<file path="src/rtl/uart_tx_arbiter_if.sv">
// Handshake bundle between the word producers, the arbiter and the UART tx core.
interface uart_tx_arbiter_if #(
    parameter int SIZE        = 8,
    parameter int DATA_LENGTH = 16,
    parameter int N_REQ       = 2
);
    logic [N_REQ-1:0]             req;
    logic [N_REQ*DATA_LENGTH-1:0] word_in;
    logic [N_REQ-1:0]             grant;
    logic                         busy;
    logic                         tx_start;
    logic [SIZE-1:0]              d_out;
    logic                         tx_done;

    modport slave  (input  req, word_in, tx_done, output grant, busy, tx_start, d_out);
    modport master (output req, word_in, tx_done, input  grant, busy, tx_start, d_out);
endinterface

</file>
<file path="src/rtl/uart_tx_arbiter.sv">
// Round-robin share of one UART transmitter among N_REQ word producers;
// each granted word goes out as two bytes, LSB first.
module uart_tx_arbiter #(
    parameter int SIZE        = 8,
    parameter int DATA_LENGTH = 16,
    parameter int N_REQ       = 2
) (
    input  logic            clk,
    input  logic            reset,
    uart_tx_arbiter_if.slave bus
);
    localparam int LGW = $clog2(N_REQ);

    typedef enum logic [2:0] {IDLE, SEND_LSB, WAIT_LSB, SEND_MSB, WAIT_MSB} state_t;

    state_t                 state, state_nxt;
    logic [DATA_LENGTH-1:0] word_q, word_nxt;
    logic [LGW-1:0]         last_grant, last_nxt, winner;
    logic                   found;
    logic [N_REQ-1:0]       grant_nxt;
    logic                   tx_start_nxt;
    logic [SIZE-1:0]        d_out_nxt;
    int                     idx;

    // Scan starts one past the previous winner so nobody is granted twice
    // while another requester keeps req asserted.
    always_comb begin
        found  = 1'b0;
        winner = last_grant;
        idx    = 0;
        for (int j = 1; j <= N_REQ; j++) begin
            idx = int'(last_grant) + j;
            if (idx >= N_REQ) idx = idx - N_REQ;
            if (!found && bus.req[idx]) begin
                found  = 1'b1;
                winner = LGW'(idx);
            end
        end
    end

    always_comb begin
        state_nxt    = state;
        word_nxt     = word_q;
        last_nxt     = last_grant;
        grant_nxt    = '0;
        tx_start_nxt = 1'b0;
        d_out_nxt    = bus.d_out;
        case (state)
            IDLE: if (found) begin
                word_nxt          = bus.word_in[int'(winner)*DATA_LENGTH +: DATA_LENGTH];
                grant_nxt[winner] = 1'b1;
                last_nxt          = winner;
                state_nxt         = SEND_LSB;
            end
            SEND_LSB: begin
                d_out_nxt    = word_q[SIZE-1:0];
                tx_start_nxt = 1'b1;
                state_nxt    = WAIT_LSB;
            end
            WAIT_LSB: if (bus.tx_done) state_nxt = SEND_MSB;
            SEND_MSB: begin
                d_out_nxt    = word_q[2*SIZE-1:SIZE];
                tx_start_nxt = 1'b1;
                state_nxt    = WAIT_MSB;
            end
            WAIT_MSB: if (bus.tx_done) state_nxt = IDLE;
            default:  state_nxt = IDLE;
        endcase
    end

    always_ff @(posedge clk or negedge reset) begin
        if (!reset) state <= IDLE;
        else        state <= state_nxt;
    end

    // Outputs are registered from the next-state decode so they line up with state.
    always_ff @(posedge clk or negedge reset) begin
        if (!reset) begin
            word_q       <= '0;
            last_grant   <= LGW'(N_REQ-1);
            bus.grant    <= '0;
            bus.busy     <= 1'b0;
            bus.tx_start <= 1'b0;
            bus.d_out    <= '0;
        end else begin
            word_q       <= word_nxt;
            last_grant   <= last_nxt;
            bus.grant    <= grant_nxt;
            bus.busy     <= (state_nxt != IDLE);
            bus.tx_start <= tx_start_nxt;
            bus.d_out    <= d_out_nxt;
        end
    end
endmodule

</file>
<file path="src/flat_wrapper.sv">
// flat-port wrapper written by rule: the top's interface ports become plain ports
module uart_tx_arbiter_flat 
#(
    parameter int SIZE        = 8,
    parameter int DATA_LENGTH = 16,
    parameter int N_REQ       = 2
)
  (clk, reset, bus_req, bus_word_in, bus_tx_done, bus_grant, bus_busy, bus_tx_start, bus_d_out);
  uart_tx_arbiter_if #(.SIZE(SIZE), .DATA_LENGTH(DATA_LENGTH), .N_REQ(N_REQ)) bus_i ();
  input  logic clk;
  input  logic reset;
  input wire logic [$bits(bus_i.req)-1:0] bus_req;
  input wire logic [$bits(bus_i.word_in)-1:0] bus_word_in;
  input wire logic [$bits(bus_i.tx_done)-1:0] bus_tx_done;
  output wire logic [$bits(bus_i.grant)-1:0] bus_grant;
  output wire logic [$bits(bus_i.busy)-1:0] bus_busy;
  output wire logic [$bits(bus_i.tx_start)-1:0] bus_tx_start;
  output wire logic [$bits(bus_i.d_out)-1:0] bus_d_out;
  assign bus_i.req = bus_req;
  assign bus_i.word_in = bus_word_in;
  assign bus_i.tx_done = bus_tx_done;
  assign bus_grant = bus_i.grant;
  assign bus_busy = bus_i.busy;
  assign bus_tx_start = bus_i.tx_start;
  assign bus_d_out = bus_i.d_out;
  uart_tx_arbiter #(.SIZE(SIZE), .DATA_LENGTH(DATA_LENGTH), .N_REQ(N_REQ)) u_core (.clk(clk), .reset(reset), .bus(bus_i));
endmodule
</file>
<file path="config.mk">
export PLATFORM = sky130hd
export DESIGN_NAME = uart_tx_arbiter_flat
export DESIGN_NICKNAME = d
export VERILOG_FILES = /design/src/rtl/uart_tx_arbiter_if.sv /design/src/rtl/uart_tx_arbiter.sv /design/src/flat_wrapper.sv
export SDC_FILE = /design/constraint.sdc
export NUM_CORES = 1
export LEC_CHECK = 0
export ABC_AREA = 1
export BUFFER_PORTS_ARGS = -buffer_cell sky130_fd_sc_hd__buf_2
export CORE_MARGIN = 2
export CORE_UTILIZATION = 35
export CTS_CLUSTER_DIAMETER = 40
export DETAILED_ROUTE_END_ITERATION = 8
export HOLD_SLACK_MARGIN = 0.02
export RECOVER_POWER = 100
export SLEW_MARGIN = 20
export SYNTH_ARGS = -nofsm -noshare
export SYNTH_HDL_FRONTEND = slang
export SYNTH_SLANG_ARGS = --single-unit
export TNS_END_PERCENT = 20
</file>
<file path="constraint.sdc">
create_clock -name clk -period 2.32 [get_ports clk]
set_clock_uncertainty 0.2 [all_clocks]
set_input_delay 0.116 -clock clk [delete_from_list [all_inputs] [get_ports clk]]
set_output_delay 0.116 -clock clk [all_outputs]
set_load 0.02 [all_outputs]
</file>
* After elaboration in Yosys (flattened, before gate mapping)
Index checks and enable logic that the tools add are counted.
Widths: inputs -> output; s select.
** Cells by class
- Add/subtract/negate cells :: 4
- Multipliers :: 0
- Div/mod/pow operators :: 0
- Magnitude comparators :: 6
- Eq/ne operators :: 4
- Shift operators :: 1
- Multiplexer cells :: 22
- Bitwise logic cells :: 0
- Reduce and logical (&&, ||, !) cells :: 8
** Operators by type and width (number)
- $ge 32x3->1 const B :: 2
- $lt 32x3->1 const B :: 2
- $mux 32 :: 2
- $sub 32x3->32 const B :: 2
- $shiftx 32x6->16 :: 1
- $pmux 8 s2 :: 1
- $pmux 3 s5 :: 1
- $mux 1 :: 12
- $mux 3 :: 3
- $eq 3x2->1 const B :: 2
- $mux 2 :: 2
- $add 1x2->3 const B :: 1
- $eq 3x1->1 const B :: 1
- $eq 3x3->1 const B :: 1
- $logic_not 3->1 :: 1
- $reduce_bool 3->1 :: 1
- $add 1x1->2 const B :: 1
- $logic_and 1x1->1 :: 2
- $lt 1x2->1 const B :: 1
- $reduce_and 2->1 :: 1
- $reduce_bool 2->1 :: 1
- $reduce_or 2->1 :: 1
- $demux 1 s1 :: 1
- $ge 1x1->1 const B :: 1
- $logic_not 1->1 :: 1
** Storage, ports and cells
- Flip-flop bits (word level) :: 32
- Bits in latches :: 0
- Memory bits (writable) :: 0
- Bits in read-only memories :: 0
- Input port bits :: 37
- Output and inout port bits :: 12
- Word-level logic and storage cells :: 52
- Memories :: 0

* Depth between registers and ports, before layout
Gate-level depths: netlist of the first run.
- Depth in word-level cells :: 16
- Depth in mapped cells :: 7
- Gate-level depth less buffers :: 6

* Worst setup path before layout of the first run
No wires, ideal clock.
- Path kind :: reg2reg
- From :: register u_core.last_grant
- To :: register u_core.word_q[10]
- Library setup time :: 0.065 ns
- Arrival time :: 1.106 ns
- Data required time :: 2.055 ns
- Setup slack :: 0.949 ns
- Stages on the path, launching flop included :: 8
- Buffers on the path :: 1
- Period minus slack after synthesis :: 1.371 ns
- Path through :: dfstp_2 > inv_1 > nand2_1 > buf_4 > nand3_1 > nand2_1 > nand2_1 > nand2_1
** Between the ends
- Word-level cells in the longest chain between the ends :: 11
- Elaborated cells between the ends (all ways) :: 22
- Classes of those cells :: add/sub: 4; order compare: 2; shift: 1; mux: 12; reduce/logical: 3
** Ends and longest elaborated chain
- from (decl) :: RTL line uart_tx_arbiter.sv:18 : logic [LGW-1:0] last_grant, last_nxt, winner;
- from (signal assigned) :: RTL line uart_tx_arbiter.sv:80 : last_grant <= LGW'(N_REQ-1);
- from (signal assigned) :: RTL line uart_tx_arbiter.sv:87 : last_grant <= last_nxt;
- $add 1x1->2 :: RTL line uart_tx_arbiter.sv:32 : idx = int'(last_grant) + j;
- $sub 32x3->32 / $ge 32x3->1 (equally long branches) :: RTL line uart_tx_arbiter.sv:33 : if (idx >= N_REQ) idx = idx - N_REQ;
- $mux 32 :: RTL line uart_tx_arbiter.sv:33
- $mux 1 (not written as such) (3 in series) :: RTL line uart_tx_arbiter.sv:34 : if (!found && bus.req[idx]) begin
- $mux 1 :: RTL line uart_tx_arbiter.sv:34
- $logic_not 1->1 :: RTL line uart_tx_arbiter.sv:34
- $logic_and 1x1->1 :: RTL line uart_tx_arbiter.sv:34
- $mux 1 :: RTL line uart_tx_arbiter.sv:34
- $shiftx 32x6->16 / $reduce_and 2->1 (equally long branches)
- to (signal assigned) :: RTL line uart_tx_arbiter.sv:86 : word_q <= word_nxt;
- to (decl) :: RTL line uart_tx_arbiter.sv:17 : logic [DATA_LENGTH-1:0] word_q, word_nxt;
Parallel ways exist; a longest one is shown, timed or not. The select of a mux whose other input is x is not followed.
A chain may end at the register's enable or synchronous reset.

* Worst setup path in the final report of the first run
- From :: register u_core.last_grant
- To :: register u_core.word_q[0]
The elaborated chain is that of the path after synthesis.

==> results of run 1 <==
-- sequential cells by signal (all words and copies together), names as in the netlist --
name / cells
u_core.last_grant: 1
u_core.bus.d_out: 8
u_core.word_q: 16
u_core.state: 3
u_core.bus.grant: 2
u_core.bus.tx_start: 1
u_core.bus.busy: 1
-- metal layers --
layer | part of all wire (%) | vias to the layer above | routed length, um
li1 | - | 819 | -
met1 | 47 | 702 | 1780
met2 | 46 | 50 | 1770
met3 | 5.6 | 5 | 212
met4 | 1.4 | 0 | 55
met5 | 0 | - | 0
-- layout make-up --
cell class	count	area, um2	share of cell area [%]
multi-input cells	151	659	29.3
inverters	15	58.8	2.61
repair buffers	82	564	25.1
flip-flops and latches	32	802	35.7
well taps	52	65.1	2.89
clock buffers	8	100	4.45
-- power breakdown --
group	switching (W)	internal (W)
sequential	0.000190	0.000839
combinational	0.000750	0.000486
clock	0.000194	0.000270
total	0.00113	0.00160
-- metrics by stage --
| step | hold WS, ps | util, % | instance area [um2] |
|---|---|---|---|
| 5_1_grt | 190 | 51.3 | 2250 |
| 3_5_place_dp | -2.51 | 42.1 | 1850 |
| 6_report | 173 | 51.3 | 2250 |
| 3_3_place_gp | 0.248 | 42.1 | 1850 |
| 2_1_floorplan | -380 | - | 1600 |
| 4_1_cts | 151 | 52.1 | 2290 |
-- final timing paths --
kind                       slack (ps)              start  depth (start not counted)                  end
max in group asynchronous         380              reset                          2  u_core.bus.d_out[4]
setup / recovery                  150  u_core.last_grant                          7     u_core.word_q[0]
setup reg to reg                  150  u_core.last_grant                          7     u_core.word_q[0]
min in group asynchronous         590              reset                          2     u_core.word_q[4]
hold reg to reg                   280   u_core.word_q[1]                          2     u_core.word_q[1]
hold / removal                    170         bus_req[1]                          4  u_core.bus.grant[0]
-- tightest hold or removal path, cell delays in order --
cell     delay (ps)
buf_2           100
nand2_2         190
nand2_1         140
nor2_1           60
-- cell families (layout without fill, tap and decap cells) --
group / count (synthesis) / in the layout / synth area share, %
buffers and inverters: 23 / 105 / 7.57
AND/OR/NAND/NOR: 138 / 138 / 37.9
AO/OA/AOI/OAI: 13 / 13 / 4.53
flip-flops: 32 / 32 / 50.0
-- Yosys cell counts --
cell type  number  area (um2)
nand3_1        38         190
o211ai_1        3        22.5
inv_1          12        45.0
nand2_2         2        12.5
nand3_4         1        17.5
nor2_1          5        18.8
buf_6           2        22.5
nand2_1        87         327
dfstp_2         1        26.3
or2_2           3        18.8
o21ai_0        10        50.1
buf_4           4        30.0
nor2_4          2        22.5
inv_4           1        6.26
dfrtp_1        31         776
buf_2           2        10.0
inv_2           2        7.51
-- layout by cell type, fill, tap and decap left out --
cell type,netlist,routed
clkbuf_8,0,7
inv_4,1,1
dfstp_2,1,1
o21ai_0,10,10
dlygate4sd3_1,0,34
or2_2,3,3
nand2_2,2,2
inv_1,12,12
nand3_1,38,39
nor2_4,2,1
dfrtp_1,31,31
clkbuf_1,0,14
nand2_1,87,87
nor2_1,5,6
o211ai_1,3,3
buf_2,2,35
inv_2,2,2
==> impl_metrics.yaml, run 1 <==
power_and_ir_drop:
  power.density_mw_per_mm2: 1210
  peakVddDrop_v: 0.000417
  power_w: 0.00273
  p_leak_nw: 1.20
global_route:
  use_met1_pct: 21.7
  top_usage_layer: "met2"
  grt_pass1_vias: 1509
  use_met2_pct: 26.9
  antenna_found_initial: 0
  grt_pass1_wl_mm: 6.76
  grt_use_met3_pct: 3.94
  grt.overflow.total: 0
  grt.total_usage_pct: 16.6
  grt_max_degree: 33
die:
  initial_utilization_pct: 36.6
  rows: 24
  die_h_um: 71.7
  boundaryPins: 49
  die-area_mm2: 0.00514
  core_region_area_mm2: 0.00438
  die_w_um: 71.7
finish:
  stdcell_count: 340
  fin_nets: 324
  drive_above_1_share_pct: 18.1
  fillers: 432
  area_delta_synth_final_pct: 40.4
  diodes: 0
timing:
  finalHoldViolCount: 0
  setup_viol: 0
  fin_setup_tns_ps: 0
  slew_violations: 33
  setup_ws_ps: 154
  final.min_clock_period_ps: 2170
  slew-limit-headroom_pct: -9.39
  worst-slew-pin-transition_ps: 1640
  grt_setup_unrepaired: "false"
  finalCritPeriodShare_pct: 93.4
  max_freq_ghz: 0.462
drt:
  first_iter_violations: 60
  vias: 1576
  drt-total-wl_mm: 3.82
  wire_per_inst_um: 11.2
  vias_per_cell: 4.64
  ant_nets: 0
  firstDrtPassIters: 4
  route.detailed.drc: 0
clocking:
  hold_buffers: 34
  clockBufferDepth: 2
  numCtsBuffers: 5
  htree_num_levels: 2
  cts_root_buf: "clkbuf_8"
  clk_pin_slew_ps: 60
  postCtsSetupBuffers: 0
  clock-sinks: 32
  clk_latency_ps: 280
  cts.repair.resized: 0
  cts_tree: "yes"
synth:
  syn_area_per_cell_um2: 7.78
  yosysUniqueCellTypes: 17
  postSynthCellCount: 206
  ys_seq_area_share_pct: 50.0
  syn-num-nets: 243
  ys_seq_elements: 32
  synth_area_mm2: 0.00160
  ys_warn_count: 0
setup_path:
  cpPeakStageDelay_ps: 550
  crit_slowest_cell: "dfstp_2"
  cp_common_cell: "nand2_1"
  arrival_ps: 2180
  cp_cell_sequence: "inv_1, nand2_1, nand3_1, nand2_1, dlygate4sd3_1, nand2_1, nand2_1"
  crit_type: "register to register"
  critPathMaxFanout: 16
  cp-start-kind: "register"
  end_kind: "register"
  cp.required_ps: 2330
  path_buf_inv: 2
  cp_top_family: "simple AND/OR/NAND/NOR gates"
place:
  gp_congestion: 0.771
  dpl.hpwl_mm: 2.51
  dp_cells: 298
  portBuffers: 48
  dp_slack_ps: 739
outcome:
  status: "finished, violations left"
  violations: "capacitance limit, slew limit"
hold_path:
  hold_class: "input port to register"
run:
  max_cap_viol_count: 1
(Power assumes the default switching activity.)
==> run 2, diff against run 1 <==
- CORE_ASPECT_RATIO: not set -> 1.4
- SLEW_MARGIN: 20 -> 25
- clock period: 2.32 -> 2.1 ns (I/O delays scaled with it)
==> run 2 against run 1 <==
Non-clock buffer count unchanged. Highest routed layer unchanged. Total power up 5.1%. The run now ends clean. First-iteration DRC count down 67%. Wire length up 3.7%. Worst setup slack better by 270 ps. Sequential cell count unchanged.
==> impl_metrics.yaml, run 2 (synthesis gave the netlist of run 1 again) <==
clocking:
  cts_root_buf: "clkbuf_8"
  htree_num_levels: 2
  cts.repair.resized: 0
  postCtsSetupBuffers: 0
  numCtsBuffers: 5
  clock-sinks: 32
  clk_pin_slew_ps: 60
  cts_tree: "yes"
  clk_latency_ps: 280
  clockBufferDepth: 2
  hold_buffers: 34
setup_path:
  cpPeakStageDelay_ps: 480
  worstRegToRegCells: 5
  critPathMaxFanout: 19
  r2r_start: "u_core.state[1]"
  reg2reg_slack_ps: 420
  r2r-end: "u_core.last_grant"
  crit_slowest_cell: "dfrtp_1"
  end_kind: "register"
  cp-start-kind: "register"
  path_buf_inv: 1
  cp_cell_sequence: "nor2_1, nand3_4, inv_4, nand2_1, o21ai_0"
  crit_path_start: "u_core.state[1]"
  cp.required_ps: 2110
  arrival_ps: 1690
  crit_type: "register to register"
  cp_top_family: "simple AND/OR/NAND/NOR gates"
timing:
  finalCritPeriodShare_pct: 80.0
  max_freq_ghz: 0.595
  fin_setup_tns_ps: 0
  setup_ws_ps: 420
  slew_violations: 0
  setup_viol: 0
  final.min_clock_period_ps: 1680
  worst-slew-pin-transition_ps: 783
  slew-limit-headroom_pct: 47.8
  finalHoldViolCount: 0
  grt_setup_unrepaired: "false"
finish:
  fin_nets: 324
  area_delta_synth_final_pct: 41.2
  largest_register_ffs: 16
  drive_above_1_share_pct: 18.1
  final_cell_mix: "88 x nand2_1, 38 x nand3_1, 35 x buf_2"
  stdcell_count: 350
  reg.largest.list: "u_core.word_q x16, u_core.bus.d_out x8, u_core.state x3"
  largest-register: "u_core.word_q"
  diodes: 0
  fillers: 447
  final_common_cell: "nand2_1"
die:
  initial_utilization_pct: 35.9
  boundaryPins: 49
  die-area_mm2: 0.00514
  die_w_um: 61.2
  core_region_area_mm2: 0.00446
  rows: 29
  die_h_um: 84.1
power_and_ir_drop:
  p_switching_w: 0.00124
  pwr-share-comb_pct: 44.2
  p_int_w: 0.00163
  swShare_pct: 43.1
  clockPowerShare_pct: 16.6
  peakVddDrop_v: 0.000587
  p_leak_nw: 1.20
  seqPwrFrac_pct: 39.2
  power.density_mw_per_mm2: 1270
hold_path:
  hold_class: "input port to register"
  min-delay-start: "bus_req[1]"
  whs_endpoint: "u_core.bus.grant[0]"
  whs_path_depth: 5
global_route:
  grt_pass1_wl_mm: 6.98
  antenna_found_initial: 0
  grt.total_usage_pct: 17.7
  grt_max_degree: 33
  grt_pass1_vias: 1632
  grt.overflow.total: 0
place:
  dpl.hpwl_mm: 2.64
  dp_slack_ps: 499
  gp_congestion: 0.771
  dp_cells: 308
  portBuffers: 48
drt:
  route.detailed.drc: 0
  firstDrtPassIters: 4
  ant_nets: 0
  wire_per_inst_um: 11.3
  vias_per_cell: 4.54
  first_iter_violations: 20
  vias: 1590
  drt-total-wl_mm: 3.96
outcome:
  status: "completed"
run:
  max_cap_viol_count: 0
[run 2: cell counts in the layout (fill, tap and decap cells not counted)]
Identical to the previous run, type by type.
[run 2: area by class of cell]
class,instances,area (um2),area share (%)
multi-input combinational,151,669,29.6
tap,62,77.6,3.43
timing repair buffer,82,566,25.0
inverter,15,58.8,2.60
sequential,32,802,35.4
clock buffer,8,90.1,3.98
[run 2: per-stage QoR]
step                      utilization (%)  cell area [um2]  hold slack (ps)  power [W]
after floorplan                         -             1600             -391    0.00213
after global placement               41.6             1860            -8.88    0.00239
after detailed placement             41.6             1860            -5.91    0.00241
after CTS                            51.3             2290              154    0.00294
after global routing                 50.7             2260              238    0.00317
final                                50.7             2260              197    0.00287
[run 2: worst min-delay path: cells and delay by family]
family / cells / cell delay (ps)
buf+inv: 2 / 170
simple gates: 3 / 360
[run 2: how the worst max path moves through the flow]
stage                        endpoint  slack [ps]  depth (start not counted)
floorplan           u_core.word_q[10]         730                          7
global placement     u_core.word_q[5]         500                          6
detailed placement   u_core.word_q[5]         500                          6
CTS                  u_core.word_q[5]         470                          6
global route        u_core.last_grant         220                          5
finish              u_core.last_grant         420                          5
[run 2: power by group through the flow]
stage | clock [W] | combinational, W | sequential (W)
floorplan | 0 | 0.000920 | 0.00121
global placement | 0 | 0.00125 | 0.00114
detailed placement | 0 | 0.00127 | 0.00114
CTS | 0.000490 | 0.00132 | 0.00113
global route | 0.000526 | 0.00148 | 0.00117
finish | 0.000478 | 0.00127 | 0.00112
[run 2: per-layer routing]
metal,track usage [%],up-vias,wire length [um]
li1,-,820,-
met1,20.6,720,1700
met2,29.8,37,2040
met3,4.34,13,123
met4,7.31,0,101
met5,0,-,0
==> run 3, diff against run 2 <==
- clock period: 2.1 -> 1.5 ns (I/O delays scaled with it)
==> run 3 against run 2 <==
Combinational power increased by 51%. Hold slack worse by 160 ps. Critical path depth did not move.
==> impl_metrics.yaml, run 3 (synthesis gave the netlist of run 1 again) <==
outcome:
  status: "completed"
place:
  gp_congestion: 0.807
  dpl.hpwl_mm: 2.63
  portBuffers: 48
finish:
  final_cell_mix: "86 x nand2_1, 38 x nand3_1, 36 x buf_2"
  largest_register_ffs: 16
  seq_area_um2: 802
  largest-register: "u_core.word_q"
  diodes: 0
  fillers: 431
  area_delta_synth_final_pct: 45.9
  drive_above_1_share_pct: 21.2
  fin_nets: 329
  multiInputGateArea_um2: 687
  final_common_cell: "nand2_1"
  reg.largest.list: "u_core.word_q x16, u_core.bus.d_out x8, u_core.state x3"
timing:
  finalCritPeriodShare_pct: 93.4
  slew-limit-headroom_pct: 48.6
  final.min_clock_period_ps: 1400
  setup_viol: 0
  holdWs_ps: 37.3
  finalHoldViolCount: 0
  slew_violations: 0
  worst-slew-pin-transition_ps: 770
  grt_setup_unrepaired: "false"
  fin_setup_tns_ps: 0
  max_freq_ghz: 0.714
global_route:
  grt_max_degree: 33
  grt_pass1_wl_mm: 7.17
  antenna_found_initial: 0
  grt_pass1_vias: 1645
  grt.overflow.total: 0
  grt.total_usage_pct: 18.2
hold_path:
  hold_class: "input port to register"
  whs_path_depth: 4
  min-delay-start: "bus_req[1]"
  whs_endpoint: "u_core.bus.grant[0]"
setup_path:
  crit_type: "register to register"
  r2r-end: "u_core.word_q[1]"
  worstRegToRegCells: 5
  crit_path_start: "u_core.last_grant"
  reg2reg_slack_ps: 100
  cp.required_ps: 1470
  cp-start-kind: "register"
  critPathMaxFanout: 17
  end_kind: "register"
  arrival_ps: 1370
  r2r_start: "u_core.last_grant"
drt:
  route.detailed.drc: 0
  drt-total-wl_mm: 3.93
  vias_per_cell: 4.42
  vias: 1568
  firstDrtPassIters: 4
  first_iter_violations: 30
  ant_nets: 0
  wire_per_inst_um: 11.1
clocking:
  clk_latency_ps: 280
  clockBufferDepth: 2
  htree_num_levels: 2
  numCtsBuffers: 5
  cts_tree: "yes"
  clock-sinks: 32
  clk_pin_slew_ps: 60
  cts_root_buf: "clkbuf_8"
die:
  initial_utilization_pct: 35.9
  rows: 29
  die_w_um: 61.2
  die-area_mm2: 0.00514
  die_h_um: 84.1
  core_region_area_mm2: 0.00446
  boundaryPins: 49
power_and_ir_drop:
  peakVddDrop_v: 0.000733
  p_leak_nw: 1.23
  power.density_mw_per_mm2: 1780
run:
  max_cap_viol_count: 0
run 3: worst max-delay path by stage:
stage / endpoint / slack (ps) / cells after the start
after floorplan: u_core.word_q[10] / 130 / 7
after detailed placement: u_core.word_q[5] / 80 / 6
after global placement: u_core.word_q[5] / 100 / 6
after CTS: u_core.word_q[5] / 70 / 6
final: u_core.word_q[1] / 100 / 5
after global routing: u_core.word_q[2] / 3 / 5
run 3: metal layers:
| layer | share of wire [%] | track usage (%) | vias up |
|---|---|---|---|
| met5 | 0 | 0 | - |
| met4 | 2.5 | 7.71 | 0 |
| met3 | 3.5 | 3.26 | 10 |
| met2 | 53 | 31.4 | 43 |
| met1 | 41 | 21.0 | 686 |
| li1 | - | - | 829 |
run 3: power by group:
group | switching (W) | internal, W
Combinational | 0.00121 | 0.000704
Sequential | 0.000249 | 0.00130
Clock | 0.000290 | 0.000418
run 3: what timing repair did:
| item | in CTS | in global routing |
|---|---|---|
| hold buffers | 34 | 0 |
| buffers inserted | 0 | 0 |
| endpoints found under the hold margin | 50 | 0 |
| setup endpoints to repair | 0 | 10 |
| resized for setup | 0 | 3 |
run 3: per-stage QoR:
stage	util, %	cell area, um2	power (W)	setup WS [ps]	std cells
2_1_floorplan	-	1600	0.00299	129	206
3_3_place_gp	42.8	1910	0.00342	96.5	313
3_5_place_dp	42.8	1910	0.00345	79.5	313
4_1_cts	52.6	2350	0.00424	66.6	355
5_1_grt	52.4	2340	0.00461	3.24	355
6_report	52.4	2340	0.00417	99.7	355
run 3: area by class of cell:
cell class / count / area share (%)
Clock buffer: 8 / 4.28
Multi-Input combinational cell: 151 / 29.4
Inverter: 15 / 2.51
Tap cell: 62 / 3.32
Timing Repair Buffer: 87 / 26.2
Sequential cell: 32 / 34.3
run 3: worst max-delay path: stages, from the launching register on:
cell and delay [ps]:
dfstp_2 560, nand2_2 200, nand3_1 150, nand2_1 70, nand2_1 60, nand2_1 50
